==> src/rtl/alu_multicycle.sv <==
// ---------------------------------------------------------------------------
// alu_multicycle
//   Multi-cycle ALU. Most operations finish one cycle after they are
//   accepted. MUL is an unsigned shift-add multiplier that takes W cycles.
//   The operands are latched when a request is accepted, so the caller may
//   change the inputs while busy is high.
//
// Ports
//   clk    rising-edge clock, the only clock
//   rst    synchronous active-high reset
//   start  request, sampled only while idle
//   a      operand A
//   b      operand B, or the shift amount for SHL/SHR
//   ci     carry-in (ADD) or borrow-in (SUB)
//   opc    operation code: 0 ADD, 1 SUB, 2 AND, 3 OR, 4 XOR, 5 NOT,
//          6 SHL, 7 SHR, 8 MUL, 9-15 reserved (result 0)
//   w      registered result
//   co     carry-out or borrow-out
//   zero   registered result equals 0
//   neg    registered result MSB
//   ovf    signed overflow, or MUL high half nonzero
//   busy   operation in progress
//   done   one-cycle pulse when w and the flags update
// ---------------------------------------------------------------------------
module alu_multicycle #(
  parameter int W = 16
) (
  input  logic         clk,
  input  logic         rst,
  input  logic         start,
  input  logic [W-1:0] a,
  input  logic [W-1:0] b,
  input  logic         ci,
  input  logic [3:0]   opc,
  output logic [W-1:0] w,
  output logic         co,
  output logic         zero,
  output logic         neg,
  output logic         ovf,
  output logic         busy,
  output logic         done
);

  localparam int SW = $clog2(W);
  localparam int CW = $clog2(W) + 1;

  typedef enum logic [1:0] {
    IDLE,
    EXEC,
    MUL
  } state_t;

  state_t          r_state;
  logic [W-1:0]    r_a;
  logic [W-1:0]    r_b;
  logic            r_ci;
  logic [3:0]      r_opc;
  logic [2*W-1:0]  r_mulAcc;
  logic [2*W-1:0]  r_mulMcand;
  logic [W-1:0]    r_mulMplier;
  logic [CW-1:0]   r_mulCount;

  logic [W-1:0]    r_w;
  logic            r_co;
  logic            r_zero;
  logic            r_neg;
  logic            r_ovf;
  logic            r_busy;
  logic            r_done;

  logic [W:0]      w_sum;
  logic [W:0]      w_diff;
  logic [SW-1:0]   w_shAmt;
  logic            w_shHigh;
  logic [W-1:0]    w_execW;
  logic            w_execCo;
  logic            w_execOvf;
  logic [2*W-1:0]  w_mulAccNext;

  assign w    = r_w;
  assign co   = r_co;
  assign zero = r_zero;
  assign neg  = r_neg;
  assign ovf  = r_ovf;
  assign busy = r_busy;
  assign done = r_done;

  // Both arithmetic paths are one bit wider than the operands. The extra
  // top bit is the carry for ADD. For SUB it is the unsigned borrow,
  // because a - b - ci wraps below zero exactly when a < b + ci.
  assign w_sum  = {1'b0, r_a} + {1'b0, r_b} + {{W{1'b0}}, r_ci};
  assign w_diff = {1'b0, r_a} - {1'b0, r_b} - {{W{1'b0}}, r_ci};

  // Shifts use only the low clog2(W) bits of b. Any set bit above those
  // means the shift is at least W, so the result is forced to zero.
  assign w_shAmt  = r_b[SW-1:0];
  assign w_shHigh = |r_b[W-1:SW];

  // Each MUL step adds the shifted multiplicand when the current
  // multiplier bit is set.
  assign w_mulAccNext = r_mulAcc + (r_mulMplier[0] ? r_mulMcand : {(2*W){1'b0}});

  // Single-cycle datapath, evaluated on the latched operands. Its result is
  // registered when the FSM leaves EXEC.
  always_comb begin
    w_execW   = '0;
    w_execCo  = 1'b0;
    w_execOvf = 1'b0;
    case (r_opc)
      4'd0: begin
        w_execW   = w_sum[W-1:0];
        w_execCo  = w_sum[W];
        w_execOvf = (r_a[W-1] == r_b[W-1]) && (w_sum[W-1] != r_a[W-1]);
      end
      4'd1: begin
        w_execW   = w_diff[W-1:0];
        w_execCo  = w_diff[W];
        w_execOvf = (r_a[W-1] != r_b[W-1]) && (w_diff[W-1] != r_a[W-1]);
      end
      4'd2: w_execW = r_a & r_b;
      4'd3: w_execW = r_a | r_b;
      4'd4: w_execW = r_a ^ r_b;
      4'd5: w_execW = ~r_a;
      4'd6: w_execW = w_shHigh ? '0 : (r_a << w_shAmt);
      4'd7: w_execW = w_shHigh ? '0 : (r_a >> w_shAmt);
      default: begin
        w_execW   = '0;
        w_execCo  = 1'b0;
        w_execOvf = 1'b0;
      end
    endcase
  end

  // Control FSM and all result registers. A request is latched in IDLE.
  // EXEC registers the result on the next edge. MUL runs W shift-add steps
  // and registers the result on the edge of the last step. Reset aborts any
  // operation without a done pulse.
  always_ff @(posedge clk) begin
    if (rst) begin
      r_state     <= IDLE;
      r_a         <= '0;
      r_b         <= '0;
      r_ci        <= 1'b0;
      r_opc       <= '0;
      r_mulAcc    <= '0;
      r_mulMcand  <= '0;
      r_mulMplier <= '0;
      r_mulCount  <= '0;
      r_w         <= '0;
      r_co        <= 1'b0;
      r_zero      <= 1'b0;
      r_neg       <= 1'b0;
      r_ovf       <= 1'b0;
      r_busy      <= 1'b0;
      r_done      <= 1'b0;
    end else begin
      case (r_state)
        IDLE: begin
          r_done <= 1'b0;
          if (start) begin
            r_a    <= a;
            r_b    <= b;
            r_ci   <= ci;
            r_opc  <= opc;
            r_busy <= 1'b1;
            if (opc == 4'd8) begin
              r_mulAcc    <= '0;
              r_mulMcand  <= {{W{1'b0}}, a};
              r_mulMplier <= b;
              r_mulCount  <= '0;
              r_state     <= MUL;
            end else begin
              r_state <= EXEC;
            end
          end
        end
        EXEC: begin
          r_w     <= w_execW;
          r_co    <= w_execCo;
          r_ovf   <= w_execOvf;
          r_zero  <= (w_execW == '0);
          r_neg   <= w_execW[W-1];
          r_busy  <= 1'b0;
          r_done  <= 1'b1;
          r_state <= IDLE;
        end
        MUL: begin
          r_mulAcc    <= w_mulAccNext;
          r_mulMcand  <= r_mulMcand << 1;
          r_mulMplier <= r_mulMplier >> 1;
          r_mulCount  <= r_mulCount + CW'(1);
          if (r_mulCount == CW'(W - 1)) begin
            r_w     <= w_mulAccNext[W-1:0];
            r_co    <= 1'b0;
            r_ovf   <= |w_mulAccNext[2*W-1:W];
            r_zero  <= (w_mulAccNext[W-1:0] == '0);
            r_neg   <= w_mulAccNext[W-1];
            r_busy  <= 1'b0;
            r_done  <= 1'b1;
            r_state <= IDLE;
          end
        end
        default: begin
          r_state <= IDLE;
          r_busy  <= 1'b0;
          r_done  <= 1'b0;
        end
      endcase
    end
  end

endmodule

==> config.mk <==
export PLATFORM = sky130hd
export DESIGN_NAME = alu_multicycle
export DESIGN_NICKNAME = d
export VERILOG_FILES = /design/src/rtl/alu_multicycle.sv
export SDC_FILE = /design/constraint.sdc
export NUM_CORES = 1
export LEC_CHECK = 0
export CORE_AREA = 3 3 166 168
export CTS_CLUSTER_SIZE = 20
export DETAILED_ROUTE_END_ITERATION = 8
export DIE_AREA = 0 0 169 171
export SLEW_MARGIN = 10
export SYNTH_ARGS = -nofsm -noshare
export SYNTH_HDL_FRONTEND = slang
export SYNTH_SLANG_ARGS = --single-unit
==> constraint.sdc <==
create_clock -name clk -period 4.2 [get_ports clk]
set_input_delay 0.42 -clock clk [delete_from_list [all_inputs] [get_ports clk]]
set_output_delay 0.42 -clock clk [all_outputs]
set_load 0.03 [all_outputs]
==> metrics <==
Final GP Congestion=0.988; Core Area=26100 sq um; Yosys reg bits=145; Clock Power Share=0.379; antenna violations before repair=0; starting density of the core=0.449; outcome=complete, no violations; via count=11400; Gate Count Post-Synth=1530; antenna cells=0; crit path max fanout=3; Final Max Tran Viols=0; Power Dens Cells=299 nW/um^2; reg2reg setup slack=0.28 ns; H-Tree Depth=4; Setup Viol. Count Final=0; Antenna Violating Nets Remaining=0; Combinational Power Share=0.250; async set-reset flop share out of synthesis=0; final worst path period share=0.933; routed len/inst=20.5 um; dpl hpwl=29000 um; Critical Path End Type=register; ratio of cells with drive above 1 in the final layout=0.0909; Area Growth Syn to Fin=13.6%; first-pass GRT wire length=61000 um; Max Fclk=0.255 GHz; die width=169 um; via density per instance=6.01; GRT Util Overall=0.266; Warnings, synthesis=0; vias in the first global route=10600; I/O pin total=62; P_leak=0.00511 uW; # port buffers=61; Die H=171 um; Post-synth top flop=dfxtp_1; DIE AREA=28900 sq um; register area share after synthesis=0.248; clk sink count=145; most common cell after layout, fill and taps aside=nand2_1; final wirelength=38900 um; Sw Pwr=1360 uW; CP Launch Type=register; total gr overflow=0; Fin Clk Skew=0.0141 ns; Final TNS setup=0 ns; Hold WC Path Type=register to register; unrepaired setup endpoints after global routing=false; syn_area_per_cell=7.65 sq um; clk_lat worst skew=0.43 ns; Resized Gates After CTS=0; Internal Power=2620 uW; DRT iter0 DRCs=975; Least-Margin Pin Slew=0.970 ns; Max-slew headroom=0.350; syn nets=1674; Clock Tree Buf Depth=2; Synth cell types=76; highest-count cells in the layout ignoring fill and taps=nand2_1 (215), dfxtp_1 (144), a21oi_1 (134); CTS Root Cell=clkbuf_16; Initial DRT Pass Iterations=5; worst-case vdd ir drop=0.213 mV; WP data arrival=4.27 ns; CP required=4.55 ns; max-cap viol count=0; Finished Core Util=0.510; Sequential Power Share=0.371; number of synthesized flops with an enable pin=0; CTS tree=yes; pin count of the biggest net entering global routing=85; Nets=1694; Hold Fails Final Rpt=0; total CTS buffers=17; synthesized cell area=11700 sq um; hold buffer count at cts=0; DRC=0; Post CTS Setup Buffer Count=0; clk slew on worst S/H paths=0.07 ns; worst setup path class=register to register; Switching Fraction=0.343; minimum clock period after layout=3.92 ns; row count=59
[path summary, 6_finish.rpt]
check | startpoint | endpoint | cells past startpoint
min reg2reg | w[8]$_SDFFE_PP0P_ | w[8]$_SDFFE_PP0P_ | 2
min | w[8]$_SDFFE_PP0P_ | w[8]$_SDFFE_PP0P_ | 2
max reg2reg | r_a[0]$_SDFFE_PP0P_ | zero$_SDFFE_PP0P_ | 13
max | r_a[0]$_SDFFE_PP0P_ | zero$_SDFFE_PP0P_ | 13
[registers in the layout, summed over array words and instances (netlist names)]
| name | count |
|---|---|
| r_ci | 1 |
| r_mulMcand | 32 |
| r_b | 16 |
| done | 1 |
| r_mulAcc | 32 |
| w | 16 |
| r_opc | 4 |
| zero | 1 |
| ovf | 1 |
| r_mulCount | 5 |
| r_mulMplier | 16 |
| co | 1 |
| r_a | 16 |
| busy | 1 |
| r_state | 2 |
[final cells by class]
cell class	instances	area [sq um]
inverter	70	263
sequential	145	2900
multi-input combinational	1206	8170
tap	335	419
fill	2551	12800
clock inverter	14	124
timing repair buffer	110	976
clock buffer	18	439
[power groups by stage]
stage	Sequential [uW]	Clock, uW	Combinational, uW
after detailed placement	1500	0	974
after global placement	1500	0	969
final	1470	1510	995
after CTS	1470	1540	980
after global routing	1480	1590	1080
after floorplan	1510	0	637
[cell usage after synthesis (all sizes together), types with 5 or more instances]
| master | n | area, sq um |
|---|---|---|
| xor2 | 17 | 149 |
| nor4 | 10 | 62.6 |
| and2 | 42 | 263 |
| mux2i | 24 | 240 |
| o21a | 13 | 97.6 |
| mux2 | 15 | 169 |
| buf | 12 | 52.6 |
| clkbuf | 97 | 364 |
| nor3b | 5 | 37.5 |
| ha | 99 | 1240 |
| nor3 | 27 | 135 |
| a21o | 24 | 180 |
| a21oi | 135 | 676 |
| a31oi | 34 | 219 |
| fa | 5 | 100 |
| dfxtp | 145 | 2900 |
| a21boi | 5 | 37.5 |
| a311oi | 5 | 43.8 |
| a2111oi | 5 | 43.8 |
| inv | 70 | 263 |
| nand2b | 8 | 50.1 |
| or4 | 6 | 45.0 |
| a221oi | 13 | 114 |
| a22oi | 31 | 233 |
| nand3 | 65 | 325 |
| o211ai | 20 | 155 |
| o31ai | 5 | 37.5 |
| mux4 | 25 | 563 |
| and3 | 10 | 67.6 |
| a221o | 9 | 90.1 |
| or3 | 6 | 37.5 |
| nor2 | 123 | 462 |
| nor2b | 13 | 81.3 |
| or2 | 5 | 31.3 |
| o22ai | 8 | 50.1 |
| o21ai | 66 | 330 |
| a211oi | 20 | 155 |
| nand4 | 11 | 68.8 |
| xnor2 | 26 | 228 |
| nand2 | 216 | 813 |
[through the flow]
stage / hold slack, ns / setup WS [ns] / cells / area, sq um / total power (uW)
after floorplan: 0.432 / 0.665 / 1530 / 11700 / 2150
after global placement: 0.442 / 0.464 / 1866 / 12700 / 2470
after detailed placement: 0.445 / 0.398 / 1866 / 12700 / 2480
after CTS: 0.456 / 0.375 / 1898 / 13300 / 3990
after global routing: 0.473 / 0.00126 / 1898 / 13300 / 4150
final: 0.454 / 0.280 / 1898 / 13300 / 3980
[critical path: stages, from the launching register on]
cell and delay, ns:
dfxtp_1 0.33, fa_1 0.58, inv_1 0.06, ha_1 0.16, o21ai_0 0.38, a311oi_1 0.24, a211oi_1 0.54, xnor2_1 0.11
a2111oi_0 0.49, o211ai_1 0.27, nand4b_1 0.23, nor4_1 0.19, nand4_1 0.16, o211ai_2 0.11
[routing by layer]
layer	vias to the layer above	GRT usage	routed length, um
li1	5552	-	-
met1	5411	0.396	18700
met2	405	0.381	16000
met3	42	0.0746	3530
met4	0	0.0589	580
met5	-	0	0
[cell families (layout without fill, tap and decap cells)]
logic type | Yosys count | in the layout | synth area share
and+or+nand+nor | 562 | 562 | 0.223
DFF | 145 | 145 | 0.248
adders and majority gates | 104 | 104 | 0.114
AOI/OAI and AO/OA | 433 | 433 | 0.241
buffers and inverters | 179 | 212 | 0.0580
muxes | 64 | 64 | 0.0831
xor gates and xnor gates | 43 | 43 | 0.0322
Power figures use the tool's default switching activity.
